--- config.mk ---
export PLATFORM = sky130hd
export DESIGN_NAME = uart_fb_reader
export DESIGN_NICKNAME = d
export VERILOG_FILES = /design/src/rtl/uart_fb_reader.sv
export SDC_FILE = /design/constraint.sdc
export NUM_CORES = 1
export LEC_CHECK = 0
export ABC_AREA = 0
export ABC_CLOCK_PERIOD_IN_PS = 2200
export CAP_MARGIN = 40
export CORE_ASPECT_RATIO = 0.6
export CORE_MARGIN = 1.5
export CORE_UTILIZATION = 47
export CTS_BUF_LIST = sky130_fd_sc_hd__clkbuf_4
export DETAILED_ROUTE_END_ITERATION = 12
export PLACE_DENSITY = 0.75
export SETUP_SLACK_MARGIN = 0.15
export SLEW_MARGIN = 20
export SYNTH_ARGS = -nofsm -noshare
export SYNTH_HDL_FRONTEND = slang
export SYNTH_SLANG_ARGS = --single-unit
--- constraint.sdc ---
create_clock -name clk -period 2.2 [get_ports clk]
set_input_delay 0.44 -clock clk [delete_from_list [all_inputs] [get_ports clk]]
set_output_delay 0.44 -clock clk [all_outputs]
set_load 0.01 [all_outputs]
--- src/rtl/uart_fb_reader.sv ---
// rtl/uart_fb_reader.sv - streams a full framebuffer out over a UART link, 8N1, one word at a time
module uart_fb_reader #(
    parameter int CLKS_PER_BIT = 868,
    parameter int X_WORDS      = 20,
    parameter int Y_LINES      = 480
) (
    input  logic        clk,
    input  logic        reset,
    input  logic        start,
    input  logic [31:0] fb_data_in,
    input  logic        fb_data_ready,
    output logic [9:0]  x_pos,
    output logic [9:0]  y_pos,
    output logic        read,
    output logic        tx,
    output logic        busy,
    output logic        done
);

    localparam int CW = (CLKS_PER_BIT > 1) ? $clog2(CLKS_PER_BIT) : 1;
    localparam logic [CW-1:0] BAUD_LAST = CW'(CLKS_PER_BIT - 1);
    localparam logic [9:0]    X_LAST    = 10'(X_WORDS - 1);
    localparam logic [9:0]    Y_LAST    = 10'(Y_LINES - 1);

    localparam logic [2:0] IDLE      = 3'd0;
    localparam logic [2:0] REQ       = 3'd1;
    localparam logic [2:0] WAIT      = 3'd2;
    localparam logic [2:0] START_BIT = 3'd3;
    localparam logic [2:0] DATA_BITS = 3'd4;
    localparam logic [2:0] STOP_BIT  = 3'd5;
    localparam logic [2:0] NEXT      = 3'd6;

    logic [2:0]    state;
    logic [CW-1:0] baud_cnt;
    logic [2:0]    bit_idx;
    logic [1:0]    byte_idx;
    logic [31:0]   shreg;
    logic          bit_end;

    // the current serial bit has been held for its full CLKS_PER_BIT cycles
    assign bit_end = (baud_cnt == BAUD_LAST);

    // read strobe is simply the one-cycle REQ state
    assign read = (state == REQ);

    // line level: low for start bit, LSB of the shift register during data, idle high otherwise
    always_comb begin
        tx = 1'b1;
        case (state)
            START_BIT: tx = 1'b0;
            DATA_BITS: tx = shreg[0];
            default:   tx = 1'b1;
        endcase
    end

    // frame walk, word fetch and byte serialisation
    always_ff @(posedge clk) begin
        if (reset) begin
            state    <= IDLE;
            baud_cnt <= '0;
            bit_idx  <= '0;
            byte_idx <= '0;
            shreg    <= '0;
            x_pos    <= '0;
            y_pos    <= '0;
            busy     <= 1'b0;
            done     <= 1'b0;
        end else begin
            done <= 1'b0;
            case (state)
                IDLE: begin
                    if (start) begin
                        x_pos <= '0;
                        y_pos <= '0;
                        busy  <= 1'b1;
                        state <= REQ;
                    end
                end
                REQ: state <= WAIT;
                WAIT: begin
                    if (fb_data_ready) begin
                        shreg    <= fb_data_in;
                        byte_idx <= '0;
                        bit_idx  <= '0;
                        baud_cnt <= '0;
                        state    <= START_BIT;
                    end
                end
                START_BIT: begin
                    baud_cnt <= bit_end ? '0 : baud_cnt + 1'b1;
                    if (bit_end) begin
                        bit_idx <= '0;
                        state   <= DATA_BITS;
                    end
                end
                DATA_BITS: begin
                    baud_cnt <= bit_end ? '0 : baud_cnt + 1'b1;
                    if (bit_end) begin
                        // after eight shifts the next byte of the word sits in [7:0]
                        shreg   <= {1'b0, shreg[31:1]};
                        bit_idx <= bit_idx + 1'b1;
                        if (bit_idx == 3'd7) begin
                            state <= STOP_BIT;
                        end
                    end
                end
                STOP_BIT: begin
                    baud_cnt <= bit_end ? '0 : baud_cnt + 1'b1;
                    if (bit_end) begin
                        if (byte_idx == 2'd3) begin
                            state <= NEXT;
                        end else begin
                            byte_idx <= byte_idx + 1'b1;
                            state    <= START_BIT;
                        end
                    end
                end
                NEXT: begin
                    if (x_pos != X_LAST) begin
                        x_pos <= x_pos + 1'b1;
                        state <= REQ;
                    end else if (y_pos != Y_LAST) begin
                        x_pos <= '0;
                        y_pos <= y_pos + 1'b1;
                        state <= REQ;
                    end else begin
                        x_pos <= '0;
                        y_pos <= '0;
                        busy  <= 1'b0;
                        done  <= 1'b1;
                        state <= IDLE;
                    end
                end
                default: state <= IDLE;
            endcase
        end
    end

endmodule

Yosys cells after proc, flatten, opt, wreduce, memory -nomap -nowiden
Index checks and enable logic that the tools add are counted.
- register bits: 72
- bits of input ports: 36
- output and inout bits: 24
- logic and storage cells: 87
- add/sub/neg operators: 5
- equality and inequality tests: 20
- mux-type cells: 36
- bitwise operators: 1
- reduce and logical (&&, ||, !) cells: 16
- operators by type and width (operator ; number):
    $mux 32 ; 2
    $pmux 32 s2 ; 1
    $mux 10 ; 6
    $pmux 10 s2 ; 3
    $add 10x1->10 const B ; 3
    $mux 3 ; 10
    $pmux 3 s7 ; 1
    $ne 2x2->1 const B ; 9
    $eq 3x3->1 const B ; 4
    $reduce_and 4->1 ; 3
    $eq 10x10->1 const B ; 1
    $ne 10x5->1 const B ; 1
    $ne 10x9->1 const B ; 1
    $pmux 3 s3 ; 1
    $reduce_bool 2->1 ; 4
    $eq 3x2->1 const B ; 2
    $mux 1 ; 6
    $mux 2 ; 3
    $reduce_and 3->1 ; 2
    $reduce_and 6->1 ; 1
    $reduce_or 3->1 ; 2
    $pmux 1 s2 ; 2
    $pmux 2 s2 ; 1
    $reduce_and 2->1 ; 2
    other kinds (7) ; 7

Depth between registers and ports, before layout
Gate-level depths: netlist of the first run.
- depth after elaboration: 4
- mapped depth: 8
- mapped depth without buffers: 6

Worst setup path after synthesis of the first run
Ideal clock, no wire load.
- path type: reg-to-reg
- from: register x_pos[6]
- to: register y_pos[9]
- library setup time: 0.071 ns
- arrival time: 2.262 ns
- data required time: 2.129 ns
- setup slack: -0.132 ns
- stages on the path, launching flop included: 7
- path buffers: 1
- clock period less this slack: 2.332 ns
- cell sequence: dfxtp_1 > or4_4 > or4_4 > buf_6 > a211oi_2 > or3b_1 > a21oi_1
- longest elaborated chain between the ends: 3
- ends and longest elaborated chain (what ; RTL line ; source):
    start, declared ; 12 ; output logic [9:0] x_pos,
    start signal, assigned ; 120 ; x_pos <= x_pos + 1'b1;
    $ne 10x5->1 ; 119 ; if (x_pos != X_LAST) begin
    $ne 2x2->1 (no line) ; - ;
    $reduce_and 3->1 (no line) ; - ;
    end signal, assigned ; 124 ; y_pos <= y_pos + 1'b1;
    end, declared ; 13 ; output logic [9:0] y_pos,
Every way passes these cells.
A chain may end at the register's enable or synchronous reset.

Final worst setup path of the first run
- from: register x_pos[7]
- to: register y_pos[9]
Same word-level chain as after synthesis.

==> metrics.md, run 1 <==
| Metric | Value |
|---|---|
| End of the worst hold path | baud_cnt[1] |
| Post-synthesis cell area | 3500 sq um |
| Hold_buf cts | 0 |
| Worst reg2reg startpoint | x_pos[7] |
| Post-route DRC | 0 |
| Total GRT Usage | 23.60% |
| Measured slew at the worst slew-check pin | 0.4829 ns |
| Largest net degree at the start of global routing | 64 |
| Nets | 553 |
| Post-synth EDFFs | 0 |
| Htree depth | 3 |
| Post-Route Skew | 0.01377 ns |
| Ports | 60 |
| Cell count of the worst hold path | 2 |
| Clk sink count | 72 |
| DIE WIDTH | 114.4 um |
| Port bufs | 59 |
| R2r setup slk | 0.008 ns |
| Hold_ws | 0.3643 ns |
| WL/cell | 14.87 um |
| Share of cells above drive strength 1 | 15.70% |
| Die height | 69.84 um |
| Max Root-Sink Buffers | 2 |
| Slew HR | 67.69% |
| Post-synthesis cell type count | 50 |
| Crit path kind | reg -> reg |
| Asr flop ratio synth | 0% |
| Critical path arrival | 2.59 ns |
| Vias in the first global route | 3066 |
| Hold Path Class | in -> reg |
| Reg2reg end | y_pos[9] |
| DPL Wire Length | 6199 um |
| Worst-Skew Late Latency | 0.45 ns |
| Core area | 7237 sq um |
| Placed Cells | 600 |
| Grt total ovfl | 0 |
| Row cnt | 24 |
| DR vias/cell | 5.608 |
| Vias | 3477 |
| Register-to-Register Path Depth | 5 |
| Final setup viols | 0 |
| Clock transition at path regs | 0.13 ns |
| Final worst path period need | 2.192 ns |
| Fin. max-slew vios | 0 |
| Pwr dens | 616.5 nW/um^2 |
| Critical Path RT | 2.60 ns |
| Synth area leaders | dfxtp_1 41%, a311oi_1 9.0%, nand2_1 8.6%, nor2_1 7.7%, a21oi_1 3.1% |
| Fin cells | 620 |
| Fmax | 456.3 MHz |
| Ys flop type | dfxtp_1 |
| Crit Path Max Fanout | 4 |
| Sequential share of the synthesized area | 41.19% |
| Number of synthesized register bits | 72 |
| Post-synth top cells | 80 x nand2_1, 72 x dfxtp_1, 72 x nor2_1, 36 x a311oi_1, 24 x clkbuf_1 |
| Final worst-path cycle share | 99.62% |
| Ant diodes | 0 |
| First-pass GRT wire length | 14840 um |
| Hold Fails Final Rpt | 0 |
| RSZ-0062 raised after global routing | yes |
| Most frequent cell after synthesis | nand2_1 |
| Total power | 2.852 mW |
| 1st-iter DRT viols | 213 |
| Leak Pwr | 1.656 nW |
| Post-route design area | 4627 sq um |
| Initial antenna violation count | 0 |
| Warnings from Yosys | 0 |
| Crit start category | flop |
| Die ar. | 7990 sq um |
| Area delta synth->final | 32.21% |
| Routed wire length | 9217 um |
| GPL Wtd Cong | 0.8704 |
| CTS buffer count | 9 |
| Crit path capture type | flop |
| CTS tree | built |
| Peak supply drop | 0.3353 mV |
| Worst hold start | reset |
| Status | finished, final reports clean |
| Dominant cell type by area after synthesis | dfxtp_1 |
| Synth top area share | 41.19% |
| Clock Tree Root | clkbuf_4 |
| Starting density of the core | 48.36% |
| Syn_nets | 482 |
| Area after DPL | 4325 sq um |
| Pre-Repair DR Iteration Count | 5 |
| Max-cap violations | 0 |
| Syn avg cell area | 7.954 sq um |
| Antenna viol nets, final | 0 |
| Post-synthesis cell count | 440 |
[routing by layer]
layer  GRT usage (%)  part of all wire, %  vias to the layer above
met3           8.042                  5.2                        8
li1                -                    -                     1731
met2           33.87                   44                       89
met4           5.417                 0.82                        0
met1           34.03                   50                     1649
met5               0                    0                        -
[report_power, final]
part / total, mW / internal (mW) / switching, mW
combinational: 0.446 / 0.207 / 0.238
sequential: 1.40 / 1.37 / 0.0377
clock: 1.00 / 0.475 / 0.529
[sequential cells by signal (all words and copies together), names as in the netlist]
name and cells:
shreg 32, baud_cnt 10, x_pos 10, y_pos 10, bit_idx 3, state 3
byte_idx 2, busy 1, done 1
[cell type report]
| class | instances | area [sq um] |
|---|---|---|
| inverters | 3 | 11.26 |
| repair buffers | 88 | 833.3 |
| well taps | 104 | 130.1 |
| clock inverters | 7 | 101.3 |
| multi-input cells | 337 | 2028 |
| fillers | 634 | 2610 |
| flip-flops and latches | 72 | 1455 |
| clock buffers | 9 | 67.56 |
[critical path, stage by stage, from the launching register on]
cell and delay, ns:
dfxtp_4 0.36, or4_4 0.55, or4_4 0.45, a211oi_2 0.26, or3b_1 0.39, a21oi_2 0.13
[cell families after synthesis]
family	synth area share [%]
buffers and inverters	3.647
AO/OA/AOI/OAI	19.13
AND/OR/NAND/NOR	30.50
XOR/XNOR	2.503
adder cells (fa/ha/maj)	2.145
flip-flops	41.19
multiplexers	0.8938
[stage by stage]
stage	util, %	TNS [ns]	worst slack (ns)
5_1_grt	63.93	-0.05394	-0.03573
3_3_place_gp	59.77	0	0.05141
2_1_floorplan	-	0	0.01368
3_5_place_dp	59.77	-0.03216	-0.02419
6_report	63.93	0	0.008420
4_1_cts	62.50	0	0.01139
[placed cells by master, fill, tap and decap left out, types with 3 or more instances in the layout]
master           count
nand2_1             80
nor2_1              71
dfxtp_1             63
clkdlybuf4s50_1     55
a311oi_1            35
buf_4               26
a21oi_1             20
o21ai_0             12
nor3_1              10
nand4_1              9
clkbuf_4             9
dfxtp_2              8
nand3b_1             6
nand3_1              6
and2_1               5
and3_1               5
xor2_1               5
nand2b_1             4
xnor2_1              4
ha_1                 4
nor3b_1              3
nand4b_1             3
or3_1                3
o32ai_1              3
inv_1                3
o211a_1              3
inv_6                3
[worst max-delay path by stage]
stage	slack, ns	end	startpoint
after CTS	0.01	y_pos[9]	x_pos[7]
after global routing	-0.04	y_pos[9]	x_pos[7]
final	0.008	y_pos[9]	x_pos[7]
after global placement	0.05	x_pos[4]	start
after floorplan	0.01	y_pos[9]	x_pos[7]
after detailed placement	-0.02	x_pos[4]	start
[what timing repair did]
action / in CTS / in global routing
gates resized for setup: 6 / 19
hold endpoints to repair: 0 / 0
cloned: 0 / 1
setup buffers: 1 / 2
setup endpoints to repair: 7 / 50
pin swaps: 4 / 6
Power figures use the tool's default switching activity.
==> inputs of run 2 (changes only) <==
--- a/config.mk
+++ b/config.mk
@@ -13,6 +13,7 @@
 export CORE_UTILIZATION = 47
 export CTS_BUF_LIST = sky130_fd_sc_hd__clkbuf_4
 export DETAILED_ROUTE_END_ITERATION = 12
+export GPL_ROUTABILITY_DRIVEN = 0
 export PLACE_DENSITY = 0.75
 export SETUP_SLACK_MARGIN = 0.15
 export SLEW_MARGIN = 20
==> results of run 2 <==
Same layout as run 1: the final DEF is identical, and so are final timing and power.
==> inputs of run 3 (changes only) <==
--- a/config.mk
+++ b/config.mk
@@ -13,8 +13,8 @@
 export CORE_UTILIZATION = 47
 export CTS_BUF_LIST = sky130_fd_sc_hd__clkbuf_4
 export DETAILED_ROUTE_END_ITERATION = 12
+export DONT_BUFFER_PORTS = 1
 export GPL_ROUTABILITY_DRIVEN = 0
-export PLACE_DENSITY = 0.75
 export SETUP_SLACK_MARGIN = 0.15
 export SLEW_MARGIN = 20
 export SYNTH_ARGS = -nofsm -noshare
==> run 3 against run 2 <==
Setup slack improved by 0.030 ns; cell area decreased by 11%; clock skew decreased by 0.0044 ns; first-iteration DRC count increased by 15%; clock power is 5% lower; routed wire length is 5.8% lower; cell count fell by 8.1%; sequential cell count is the same; fmax grew 1.4%; register-to-register slack improved by 0.03 ns; sequential share of layout area increased by 3.9 points; die area stayed put.
==> metrics.md, run 3 (synthesized netlist as in run 1, its figures left out) <==
| Metric | Value |
|---|---|
| Status | finished, final reports clean (unchanged) |
| CP max-delay cell | or4_4 (unchanged) |
| Largest net degree at the start of global routing | 68 (was 64) |
| Critical Path RT | 2.52 ns (was 2.60 ns) |
| Clk sink count | 72 (unchanged) |
| Area delta synth->final | 17.20% (was 32.21%) |
| Cell count of the worst hold path | 1 (was 2) |
| Clock Tree Root | clkbuf_4 (unchanged) |
| Pre-Repair DR Iteration Count | 4 (was 5) |
| Ports | 60 (unchanged) |
| Fin cells | 570 (was 620) |
| RSZ-0062 raised after global routing | yes (unchanged) |
| Share of cells above drive strength 1 | 18.03% (was 15.70%) |
| Most frequent CP cell | or4_4 (unchanged) |
| Die ar. | 7990 sq um (unchanged) |
| Top layer in use | met4 (unchanged) |
| End of the worst hold path | busy (was baud_cnt[1]) |
| Die height | 69.84 um (unchanged) |
| Row cnt | 24 (unchanged) |
| Vias in the first global route | 2903 (was 3066) |
| Starting density of the core | 48.36% (unchanged) |
| Worst hold start | reset (unchanged) |
| Ant diodes | 0 (unchanged) |
| Reg2reg end | y_pos[7] (was y_pos[9]) |
| Placed Cells | 546 (was 600) |
| Max reg flops | 32 (unchanged) |
| CTS tree | built (unchanged) |
| Worst reg2reg startpoint | x_pos[7] (unchanged) |
| Commonest cells after routing, fill and taps aside | 80 x nand2_1, 70 x nor2_1, 67 x dfxtp_1, 36 x a311oi_1, 34 x buf_4 (was 80 x nand2_1, 71 x nor2_1, 63 x dfxtp_1, 55 x clkdlybuf4s50_1, 35 x a311oi_1) |
| Crit path capture type | flop (unchanged) |
| Hold Path Class | in -> reg (unchanged) |
| Total power | 2.688 mW (was 2.852 mW) |
| Crit Path Max Fanout | 4 (unchanged) |
| Routed wire length | 8685 um (was 9217 um) |
| Final worst-path cycle share | 98.25% (was 99.62%) |
| Htree depth | 3 (unchanged) |
| Vias | 3273 (was 3477) |
| First-pass GRT wire length | 13920 um (was 14840 um) |
| Final worst path period need | 2.162 ns (was 2.192 ns) |
| Pwr dens | 655.4 nW/um^2 (was 616.5 nW/um^2) |
| Clock transition at path regs | 0.11 ns (was 0.13 ns) |
| Total GRT Usage | 21.91% (was 23.60%) |
| Fmax | 462.6 MHz (was 456.3 MHz) |
| Slew HR | 62.42% (was 67.69%) |
| DIE WIDTH | 114.4 um (unchanged) |
| Measured slew at the worst slew-check pin | 0.5599 ns (was 0.4829 ns) |
| Metal-1 WL | 4492 um (was 4615 um) |
| Post-route DRC | 0 (unchanged) |
| CTS buffer count | 9 (unchanged) |
| Nets | 503 (was 553) |
| CP cell instances | or4_4 > or4_4 > buf_4 > a2111oi_4 > xnor2_1 > nor2_2 (was or4_4 > or4_4 > a211oi_2 > or3b_1 > a21oi_2) |
| Core area | 7237 sq um (unchanged) |
| Fin. max-slew vios | 0 (unchanged) |
| Most common cell after layout, fill and taps aside | nand2_1 (unchanged) |
| Post-Route Skew | 0.009357 ns (was 0.01377 ns) |
| R2r setup slk | 0.04 ns (was 0.008 ns) |
| Leak Pwr | 1.451 nW (was 1.656 nW) |
| Port bufs | 0 (was 59) |
| Critical path arrival | 2.48 ns (was 2.59 ns) |
| WL/cell | 15.24 um (was 14.87 um) |
| Peak supply drop | 0.3119 mV (was 0.3353 mV) |
| Crit start category | flop (unchanged) |
| Hold_ws | 0.07022 ns (was 0.3643 ns) |
| Fin util | 56.67% (was 63.93%) |
| Crit path kind | reg -> reg (unchanged) |
| Max Root-Sink Buffers | 2 (unchanged) |
| Wire length on met3 | 538 um (was 477 um) |
| Grt total ovfl | 0 (unchanged) |
| Register-to-Register Path Depth | 6 (was 5) |
| Initial antenna violation count | 0 (unchanged) |
| Antenna viol nets, final | 0 (unchanged) |
| Routed wl met2 | 3550 um (was 4048 um) |
| Max-cap violations | 0 (unchanged) |
| Worst-Skew Late Latency | 0.43 ns (was 0.45 ns) |
| CP startpoint | x_pos[7] (unchanged) |
| DPL Wire Length | 5521 um (was 6199 um) |
| Largest Register | shreg (unchanged) |
| Fill count | 698 (was 634) |
| Hold Fails Final Rpt | 0 (unchanged) |
| Critical Path Max Stage Delay | 0.53 ns (was 0.55 ns) |
| Final setup viols | 0 (unchanged) |
| DR vias/cell | 5.742 (was 5.608) |
| 1st-iter DRT viols | 244 (was 213) |
[run 3: how the worst max path moves through the flow]
stage                           to  cells after the start
after floorplan           y_pos[9]                      6
final                     y_pos[7]                      6
after detailed placement  y_pos[9]                      5
after global routing      y_pos[9]                      6
after CTS                 y_pos[9]                      5
after global placement    y_pos[7]                      5
[run 3: metrics by stage]
stage / TNS, ns / cell area, sq um / setup slack, ns
after global routing: -0.1117 / 4101 / -0.07657
after global placement: 0 / 3777 / 0.08195
final: 0 / 4101 / 0.03844
after CTS: 0 / 3973 / 0.02646
after floorplan: 0 / 3522 / 0.01368
after detailed placement: 0 / 3777 / 0.04724
[run 3: layer usage]
layer / vias up / track usage [%]
met5: - / 0
met4: 0 / 6.667
met3: 13 / 8.479
met2: 81 / 29.41
met1: 1548 / 32.00
li1: 1631 / -
[run 3: timing repair]
| item | CTS | global route |
|---|---|---|
| hold buffers | 0 | 0 |
| setup buffers | 2 | 4 |
| cloned | 0 | 2 |
| resized for setup | 3 | 14 |
| setup endpoints to repair | 5 | 54 |
| pin swaps | 2 | 2 |
[run 3: final cells by class]
type,instances,area [sq um],area share (%)
Clock buffer,12,90.09,2.196
Clock inverter,4,68.82,1.678
Inverter,3,11.26,0.2746
Multi-Input combinational cell,338,2039,49.73
Sequential cell,72,1450,35.36
Tap cell,104,130.1,3.173
Timing Repair Buffer,37,311.5,7.596
[run 3: critical path: cells and delay by family, from the launching register on]
kind	cells	cell delay, ns
AOI/OAI and AO/OA	1	0.30
xor gates and xnor gates	1	0.17
buffers and inverters	1	0.17
DFF	1	0.36
and+or+nand+nor	3	1.04
[run 3: power by group]
group | total [mW] | switching, mW | leakage [nW] | internal, mW
combinational | 0.342 | 0.208 | 0.777 | 0.134
clock | 0.952 | 0.457 | 0.0890 | 0.495
sequential | 1.39 | 0.0315 | 0.586 | 1.36
total | 2.69 | 0.697 | 1.45 | 1.99
